--- src/rtl/fetch_pkg.sv ---
// Shared types and constants for the instruction fetch stage: fetch entry layout,
// PC increment, default reset PC and the request/response tracking states.
package fetch_pkg;

  localparam logic [31:0] PC_INC           = 32'd4;
  localparam logic [31:0] RESET_PC_DEFAULT = 32'h0000_0000;

  typedef struct packed {
    logic [31:0] pc;
    logic [31:0] instr;
  } fetch_entry_t;

  // IDLE: nothing outstanding; WAIT: response owed; DROP: owed response is stale
  typedef enum logic [1:0] {
    S_IDLE,
    S_WAIT,
    S_DROP
  } fetch_state_e;

  function automatic logic [31:0] align_pc(input logic [31:0] pc);
    return pc & ~32'h3;
  endfunction

endpackage

--- src/rtl/fetch_fifo.sv ---
// In-order DEPTH-entry queue of fetched {pc, instr} pairs with a synchronous flush.
// Storage is not reset; only pointers and count are.
module fetch_fifo
  import fetch_pkg::*;
#(
  parameter int DEPTH = 4,
  localparam int AW = $clog2(DEPTH)
) (
  input  logic         clk,
  input  logic         reset,
  input  logic         flush,
  input  logic         push,
  input  fetch_entry_t push_entry,
  input  logic         pop,
  output logic [AW:0]  count,
  output fetch_entry_t head
);

  fetch_entry_t   mem [DEPTH];
  logic [AW-1:0]  rd_ptr;
  logic [AW-1:0]  wr_ptr;

  always_ff @(posedge clk) begin
    if (reset || flush) begin
      rd_ptr <= '0;
      wr_ptr <= '0;
      count  <= '0;
    end else begin
      if (push) wr_ptr <= wr_ptr + 1'b1;
      if (pop)  rd_ptr <= rd_ptr + 1'b1;
      unique case ({push, pop})
        2'b10:   count <= count + 1'b1;
        2'b01:   count <= count - 1'b1;
        default: ;
      endcase
    end
  end

  always_ff @(posedge clk) begin
    if (push && !flush) mem[wr_ptr] <= push_entry;
  end

  assign head = mem[rd_ptr];

endmodule

--- src/rtl/instr_fetch_queue.sv ---
// Fetch stage: owns the fetch PC, keeps at most one imem request outstanding and
// queues returned words for ID; redirects flush the queue and mark in-flight data stale.
module instr_fetch_queue
  import fetch_pkg::*;
#(
  parameter int          DEPTH    = 4,
  parameter logic [31:0] RESET_PC = RESET_PC_DEFAULT
) (
  input  logic        clk,
  input  logic        reset,
  output logic        imem_req,
  output logic [31:0] imem_addr,
  input  logic        imem_gnt,
  input  logic        imem_rvalid,
  input  logic [31:0] imem_rdata,
  input  logic        redirect_valid,
  input  logic [31:0] redirect_pc,
  output logic        out_valid,
  output logic [31:0] out_instr,
  output logic [31:0] out_pc,
  input  logic        out_ready
);

  localparam int AW = $clog2(DEPTH);

  fetch_state_e state;
  fetch_state_e state_next;
  logic [31:0]  fetch_pc;
  logic [31:0]  pend_pc;
  logic         pend;
  logic         stale;
  logic         pop;
  logic         push;
  logic         grant;
  logic         room;
  logic         can_issue;
  logic [AW:0]  count;
  fetch_entry_t head;
  fetch_entry_t push_entry;

  assign pend  = (state != S_IDLE);
  assign stale = (state == S_DROP);

  assign pop  = out_valid & out_ready;
  assign push = imem_rvalid & pend & ~stale & ~redirect_valid;

  // An outstanding request already reserves a slot, so it counts toward occupancy
  assign room = ({1'b0, count} + {{(AW+1){1'b0}}, pend})
              < ((AW+2)'(DEPTH) + {{(AW+1){1'b0}}, pop});

  assign can_issue = (~pend | imem_rvalid) & room;
  assign imem_req  = ~reset & ~redirect_valid & can_issue;
  assign imem_addr = fetch_pc;
  assign grant     = imem_req & imem_gnt;

  assign out_valid = ~reset & (count != '0);
  assign out_instr = reset ? '0 : head.instr;
  assign out_pc    = reset ? '0 : head.pc;

  always_ff @(posedge clk) begin
    if (reset) state <= S_IDLE;
    else       state <= state_next;
  end

  always_comb begin
    state_next = state;
    unique case (state)
      S_IDLE: if (grant) state_next = S_WAIT;
      S_WAIT: begin
        if (imem_rvalid)         state_next = grant ? S_WAIT : S_IDLE;
        else if (redirect_valid) state_next = S_DROP;
      end
      S_DROP: if (imem_rvalid)   state_next = grant ? S_WAIT : S_IDLE;
      default:                   state_next = S_IDLE;
    endcase
  end

  always_ff @(posedge clk) begin
    if (reset)               fetch_pc <= RESET_PC;
    else if (redirect_valid) fetch_pc <= align_pc(redirect_pc);
    else if (grant)          fetch_pc <= fetch_pc + PC_INC;
  end

  always_ff @(posedge clk) begin
    if (grant) pend_pc <= fetch_pc;
  end

  assign push_entry = '{pc: pend_pc, instr: imem_rdata};

  fetch_fifo #(.DEPTH(DEPTH)) u_fifo (
    .clk        (clk),
    .reset      (reset),
    .flush      (redirect_valid),
    .push       (push),
    .push_entry (push_entry),
    .pop        (pop),
    .count      (count),
    .head       (head)
  );

endmodule

--- config.mk ---
export PLATFORM = sky130hd
export DESIGN_NAME = instr_fetch_queue
export DESIGN_NICKNAME = d
export VERILOG_FILES = /design/src/rtl/fetch_pkg.sv /design/src/rtl/fetch_fifo.sv /design/src/rtl/instr_fetch_queue.sv
export SDC_FILE = /design/constraint.sdc
export NUM_CORES = 1
export LEC_CHECK = 0
export BUFFER_PORTS_ARGS = -buffer_cell sky130_fd_sc_hd__buf_2
export CAP_MARGIN = 20
export CORE_MARGIN = 5
export CORE_UTILIZATION = 50
export DETAILED_ROUTE_END_ITERATION = 6
export PLACE_DENSITY = 0.69
export SYNTH_ARGS = -nofsm -noshare
export SYNTH_HDL_FRONTEND = slang
export SYNTH_SLANG_ARGS = --single-unit
--- constraint.sdc ---
create_clock -name clk -period 3.6 [get_ports clk]
set_clock_uncertainty 0.05 [all_clocks]
set_input_delay 0.36 -clock clk [delete_from_list [all_inputs] [get_ports clk]]
set_output_delay 0.36 -clock clk [all_outputs]
set_load 0.01 [all_outputs]
==> flow_metrics.env, run 1 <==
export IMPL_status="complete, no violations"
export IMPL_via_per_inst=5.60
export IMPL_ys_types=56
export IMPL_die_x_um=169
export IMPL_grt_max_degree=55
export IMPL_yosysMostFrequentCell="edfxtp_1"
export IMPL_cp_slowest_cell="or4b_1"
export IMPL_ctsHoldBuffers=0
export IMPL_required_ns=3.93
export IMPL_maxSlewViolCount=0
export IMPL_initial_core_util_pct=50.5
export IMPL_cts_buffer_depth=3
export IMPL_cpPeakStageDelay_ns=0.46
export IMPL_crit_top_cell="ha_1"
export IMPL_p_leak_nw=5.03
export IMPL_routedWlPerCell_um=20.3
export IMPL_worstMarginPinSlew_ns=0.678
export IMPL_power_internal_mw=6.08
export IMPL_synthCells=735
export IMPL_grt_pass1_wl_um=40600
export IMPL_rows=58
export IMPL_dr_first_iter_drc_count=463
export IMPL_cp_max_fo=32
export IMPL_p_comb_share_pct=3.6
export IMPL_core_area_um2=25100
export IMPL_gr_total_overflow=0
export IMPL_swShare_pct=20.1
export IMPL_avgSynthCellArea_um2=17.3
export IMPL_yosys_area_top_type="edfxtp_1"
export IMPL_synth_ff_type="edfxtp_1"
export IMPL_synth_area_leaders="edfxtp_1 (66%), mux4_2 (11%), dfxtp_1 (6.5%), nor2b_1 (3.1%), clkbuf_1 (0.95%)"
export IMPL_max_clock_freq_ghz=0.313
export IMPL_path_cells="nor2_1 > inv_1 > ha_1 > ha_1 > or4b_1 > o21a_2 > or2_4 > clkinv_1 > buf_12 > nand2_1 > a311oi_1"
export IMPL_synthesis_area_um2=12700
export IMPL_synth_top_area_share_pct=65.8
export IMPL_track_usage_pct=18.0
export IMPL_seq_power_share_pct=54.0
export IMPL_cts_resized_gates=0
export IMPL_postCtsSetupBuffers=0
export IMPL_maxCapViolCount=0
export IMPL_crit_buf_inv=3
export IMPL_fill_cells=1943
export IMPL_synth_seq_cells=319
export IMPL_ios=168
export IMPL_ant_nets=0
export IMPL_drc=0
export IMPL_async_reset_ff_share_pct=0
export IMPL_cts_tree="built"
export IMPL_multi_input_comb_area_um2=3300
export IMPL_post_route_min_period_ns=3.19
export IMPL_synth_seq_area_share_pct=72.2
export IMPL_power_share_clock_pct=42.3
export IMPL_drive_gt1_share_pct=31.8
export IMPL_clk_latency_ns=0.49
export IMPL_p_sw_mw=1.53
export IMPL_die_area_um2=28700
export IMPL_port_buffers=161
export IMPL_crit_family="simple AND/OR/NAND/NOR gates"
export IMPL_numCtsBuffers=35
export IMPL_htreeDepth=2
export IMPL_fin_tns_setup_ns=0
export IMPL_clk_pin_slew_ns=0.06
export IMPL_die_h_um=169
export IMPL_syn_to_final_growth_pct=18.0
export IMPL_drt_pass1_iter_count=5
export IMPL_critPathArrivalTime_ns=3.52
export IMPL_powerDensity_nw_per_um2=508
export IMPL_yosysWarnings=0
export IMPL_place_ws_ns=0.425
export IMPL_power_mw=7.61
export IMPL_finalCritPeriodShare_pct=88.7
export IMPL_antenna_cells=0
export IMPL_root_buffer="clkbuf_16"
export IMPL_setup_viol=0
export IMPL_ir_worst_vdd_mv=0.311
export IMPL_synthTopCellsByCount="edfxtp_1 (278), mux4_2 (62), nor2b_1 (62)"
export IMPL_grt_pass1_vias=7177
export IMPL_fin_ws_ns=0.407
export IMPL_crit_path_end_kind="flip-flop"
export IMPL_wirelength_um=25600
export IMPL_synth_edf_count=278
export IMPL_hold_viol_final=0
export IMPL_antenna_found_initial=0
export IMPL_critPathKind="flip-flop to flip-flop"
export IMPL_dp_hpwl_um=16000
export IMPL_maxSlewHeadroom_pct=54.8
export IMPL_final_nets=984
export IMPL_hp_class="input port to flip-flop"
export IMPL_startpoint_type="flip-flop"
export IMPL_regArea_um2=9180
export IMPL_gp_congestion=0.850
export IMPL_vias=7046
export IMPL_clock_sinks=319
export IMPL_rsz0062_at_grt="false"
-- kinds of logic after synthesis --
| kind of cell | Yosys count | share of synthesized area, % |
|---|---|---|
| AO/OA/AOI/OAI | 68 | 3.79 |
| buffers and inverters | 58 | 1.94 |
| AND/OR/NAND/NOR | 203 | 9.00 |
| XOR/XNOR | 14 | 0.966 |
| multiplexers | 63 | 11.1 |
| adder cells (fa/ha/maj) | 9 | 0.947 |
| flip-flops | 319 | 72.2 |
| other | 1 | 0.0295 |
-- power by group through the flow --
stage               Sequential, mW  Clock, mW  Combinational, mW
finish                        4.11       3.22              0.277
global route                  4.12       3.48              0.307
CTS                           4.11       3.30              0.282
detailed placement            4.19          0              0.281
global placement              4.19          0              0.276
floorplan                     4.18          0              0.136
-- state kept, by name, indices dropped and copies added (netlist names), named ones only --
register / count
u_fifo.mem: 248
imem_addr: 30
pend_pc: 30
u_fifo.count: 3
state: 2
u_fifo.rd_ptr: 2
u_fifo.wr_ptr: 2
-- through the flow --
stage,instance area (um^2),hold WS [ns],utilization [%],cells
after floorplan,12700,0.387,-,738
after global placement,13900,0.424,55.4,1198
after detailed placement,13900,0.435,55.4,1198
after CTS,15000,0.00392,59.6,1258
after global routing,15000,0.00478,59.6,1258
final,15000,0.0285,59.6,1258
-- cells in the final DEF (no fill, tap or decap), drive strengths merged, types with 5 or more instances in the layout --
master,Yosys,final
a211oi,8,8
a21oi,15,15
a311oi,5,5
a31oi,7,7
and2,6,6
buf,12,174
clkbuf,32,46
clkinv,1,13
dfxtp,41,41
edfxtp,278,278
ha,8,8
inv,13,13
mux4,62,62
nand2,29,29
nand3,13,13
nand4,7,7
nor2,28,28
nor2b,62,62
nor3,11,11
nor4,7,7
o21ai,5,5
o311ai,5,5
or4,13,13
xnor2,10,10
-- routing by layer --
layer / vias to the layer above / global-route usage (%) / share of wire, % / wire [um]
li1: 3240 / - / - / -
met1: 3514 / 26.0 / 44 / 11400
met2: 257 / 28.6 / 47 / 12100
met3: 35 / 3.98 / 6.9 / 1760
met4: 0 / 3.92 / 1.6 / 398
met5: - / 0 / 0 / 0
-- worst paths after layout --
check | from | endpoint | slack (ns) | depth (start not counted)
hold / removal | imem_rdata[6] | u_fifo.mem[1][6] | 0.03 | 1
setup / recovery | state[0] | imem_addr[3] | 0.41 | 11
hold reg to reg | pend_pc[22] | u_fifo.mem[2][54] | 0.44 | 0
setup reg to reg | state[0] | imem_addr[3] | 0.41 | 11
-- area by class of cell --
cell class                 count  area share [%]
clock buffer                  46            6.54
clock inverter                14           0.485
inverter                      14           0.351
multi-input combinational    361            22.0
sequential                   319            61.3
tap                          330            2.76
timing repair buffer         174            6.55
-- worst register-to-register path, cell delays in order (launching register included) --
cell	delay (ns)
dfxtp_1	0.36
nor2_1	0.21
inv_1	0.07
ha_1	0.20
ha_1	0.27
or4b_1	0.46
o21a_2	0.33
or2_4	0.40
clkinv_1	0.12
buf_12	0.21
nand2_1	0.10
a311oi_1	0.32
(Power assumes the default switching activity.)
==> run 2: changes to the inputs <==
--- a/config.mk
+++ b/config.mk
@@ -8,9 +8,9 @@
 export BUFFER_PORTS_ARGS = -buffer_cell sky130_fd_sc_hd__buf_2
 export CAP_MARGIN = 20
 export CORE_MARGIN = 5
-export CORE_UTILIZATION = 50
+export CORE_UTILIZATION = 45
 export DETAILED_ROUTE_END_ITERATION = 6
-export PLACE_DENSITY = 0.69
+export PLACE_DENSITY = 0.63
 export SYNTH_ARGS = -nofsm -noshare
 export SYNTH_HDL_FRONTEND = slang
 export SYNTH_SLANG_ARGS = --single-unit
==> flow_metrics.env, run 2 (synthesis results as in run 1) <==
export IMPL_power_internal_mw=6.61
export IMPL_clk_pin_slew_ns=0.06
export IMPL_dp_hpwl_um=16600
export IMPL_ff2ff_setup_slack_ns=0.38
export IMPL_p_sw_mw=1.59
export IMPL_crit_start="state[0]"
export IMPL_numCtsBuffers=35
export IMPL_gp_congestion=0.756
export IMPL_wirelength_um=26100
export IMPL_antenna_cells=0
export IMPL_p_leak_nw=5.14
export IMPL_ant_nets=0
export IMPL_layout_common_cells="edfxtp_1 (278), buf_2 (160), mux4_2 (62), nor2b_1 (62), dfxtp_1 (39)"
export IMPL_grt_pass1_wl_um=41000
export IMPL_ios=168
export IMPL_top_register="u_fifo.mem"
export IMPL_ff2ff_path_depth=11
export IMPL_die_h_um=178
export IMPL_grt_max_degree=58
export IMPL_vias=7160
export IMPL_gr_total_overflow=0
export IMPL_rsz0062_at_grt="false"
export IMPL_clk_latency_ns=0.50
export IMPL_drc=0
export IMPL_syn_to_final_growth_pct=20.0
export IMPL_setup_viol=0
export IMPL_clock_sinks=319
export IMPL_status="complete, no violations"
export IMPL_cts_resized_gates=0
export IMPL_required_ns=3.96
export IMPL_power_mw=8.19
export IMPL_port_buffers=161
export IMPL_swShare_pct=19.4
export IMPL_postCtsSetupBuffers=0
export IMPL_ctsHoldBuffers=0
export IMPL_critPathArrivalTime_ns=3.58
export IMPL_maxCapViolCount=0
export IMPL_antenna_found_initial=0
export IMPL_critPathKind="flip-flop to flip-flop"
export IMPL_final_nets=988
export IMPL_cp_max_fo=22
export IMPL_die_area_um2=31700
export IMPL_track_usage_pct=16.6
export IMPL_crit_path_end_kind="flip-flop"
export IMPL_rr_endpoint="imem_addr[26]"
export IMPL_initial_core_util_pct=45.7
export IMPL_htreeDepth=2
export IMPL_maxSlewHeadroom_pct=55.8
export IMPL_p_comb_share_pct=3.4
export IMPL_drt_pass1_iter_count=5
export IMPL_worstMarginPinSlew_ns=0.664
export IMPL_root_buffer="clkbuf_16"
export IMPL_rows=61
export IMPL_hp_class="input port to flip-flop"
export IMPL_dr_first_iter_drc_count=439
export IMPL_ir_worst_vdd_mv=0.306
export IMPL_drive_gt1_share_pct=32.4
export IMPL_post_route_min_period_ns=3.22
export IMPL_via_per_inst=5.46
export IMPL_largest_reg_flops=248
export IMPL_powerDensity_nw_per_um2=538
export IMPL_seq_power_share_pct=50.2
export IMPL_critPathCapture="imem_addr[26]"
export IMPL_finalCritPeriodShare_pct=89.6
export IMPL_cts_tree="built"
export IMPL_grt_pass1_vias=7241
export IMPL_core_area_um2=27800
export IMPL_die_x_um=178
export IMPL_final_common_cell="edfxtp_1"
export IMPL_fin_tns_setup_ns=0
export IMPL_maxSlewViolCount=0
export IMPL_power_share_clock_pct=46.4
export IMPL_cts_buffer_depth=3
export IMPL_hold_viol_final=0
export IMPL_startpoint_type="flip-flop"
export IMPL_max_clock_freq_ghz=0.310
export IMPL_r2r_start="state[0]"
export IMPL_hold_path_startpoint="reset"
export IMPL_routedWlPerCell_um=19.9
run 2: cell count changes in the layout (fill, tap and decap cells not counted), sizes merged:
| cell | before | now |
|---|---|---|
| inv | 13 | 15 |
| clkinvlp | 2 | 0 |
| clkinv | 13 | 8 |
| buf | 174 | 178 |
| bufinv | 0 | 7 |
run 2: through the flow:
step / worst slack (ns) / util (%) / instance area [um^2] / instances / hold slack [ns]
after CTS: 0.365 / 54.8 / 15200 / 1312 / 0.00158
after global placement: 0.450 / 50.3 / 14000 / 1250 / 0.430
final: 0.375 / 54.8 / 15200 / 1312 / 0.0236
after global routing: 0.158 / 54.8 / 15200 / 1312 / 0.0131
after detailed placement: 0.379 / 50.3 / 14000 / 1250 / 0.436
after floorplan: 0.465 / - / 12700 / 738 / 0.387
run 2: worst max-delay path, cell delays in order, from the launching register on:
cell	delay [ns]
dfxtp_1	0.36
nor2_1	0.22
inv_1	0.07
ha_1	0.20
ha_1	0.27
or4b_1	0.46
o21a_2	0.33
or2_4	0.39
clkinv_1	0.12
buf_4	0.27
a221oi_1	0.13
a311oi_1	0.26
run 2: worst min-delay path by stage:
stage,end,cells past startpoint
after floorplan,state[1],1
after global placement,u_fifo.mem[2][45],0
after detailed placement,u_fifo.mem[2][61],0
after CTS,imem_addr[2],2
after global routing,u_fifo.mem[3][21],1
final,imem_addr[2],2
run 2: cell type report:
| cell class | instances | area, um^2 |
|---|---|---|
| clock buffer | 46 | 990 |
| clock inverter | 16 | 258 |
| fill | 2274 | 12500 |
| inverter | 14 | 52.6 |
| multi-input combinational | 361 | 3300 |
| sequential | 319 | 9180 |
| tap | 378 | 473 |
| timing repair buffer | 178 | 986 |
run 2: power by group through the flow:
stage / clock, mW / sequential, mW / combinational (mW)
2_1_floorplan: 0 / 4.18 / 0.136
3_3_place_gp: 0 / 4.19 / 0.278
3_5_place_dp: 0 / 4.19 / 0.282
4_1_cts: 3.89 / 4.11 / 0.283
5_1_grt: 4.05 / 4.12 / 0.307
6_report: 3.80 / 4.11 / 0.278
run 2: layer usage:
layer  global-route usage [%]  up-vias  wire, um
met5                        0        -         0
met4                     3.83        0       417
met3                     3.37       43      1880
met2                     25.4      242     12200
met1                     24.7     3605     11700
li1                         -     3270         -
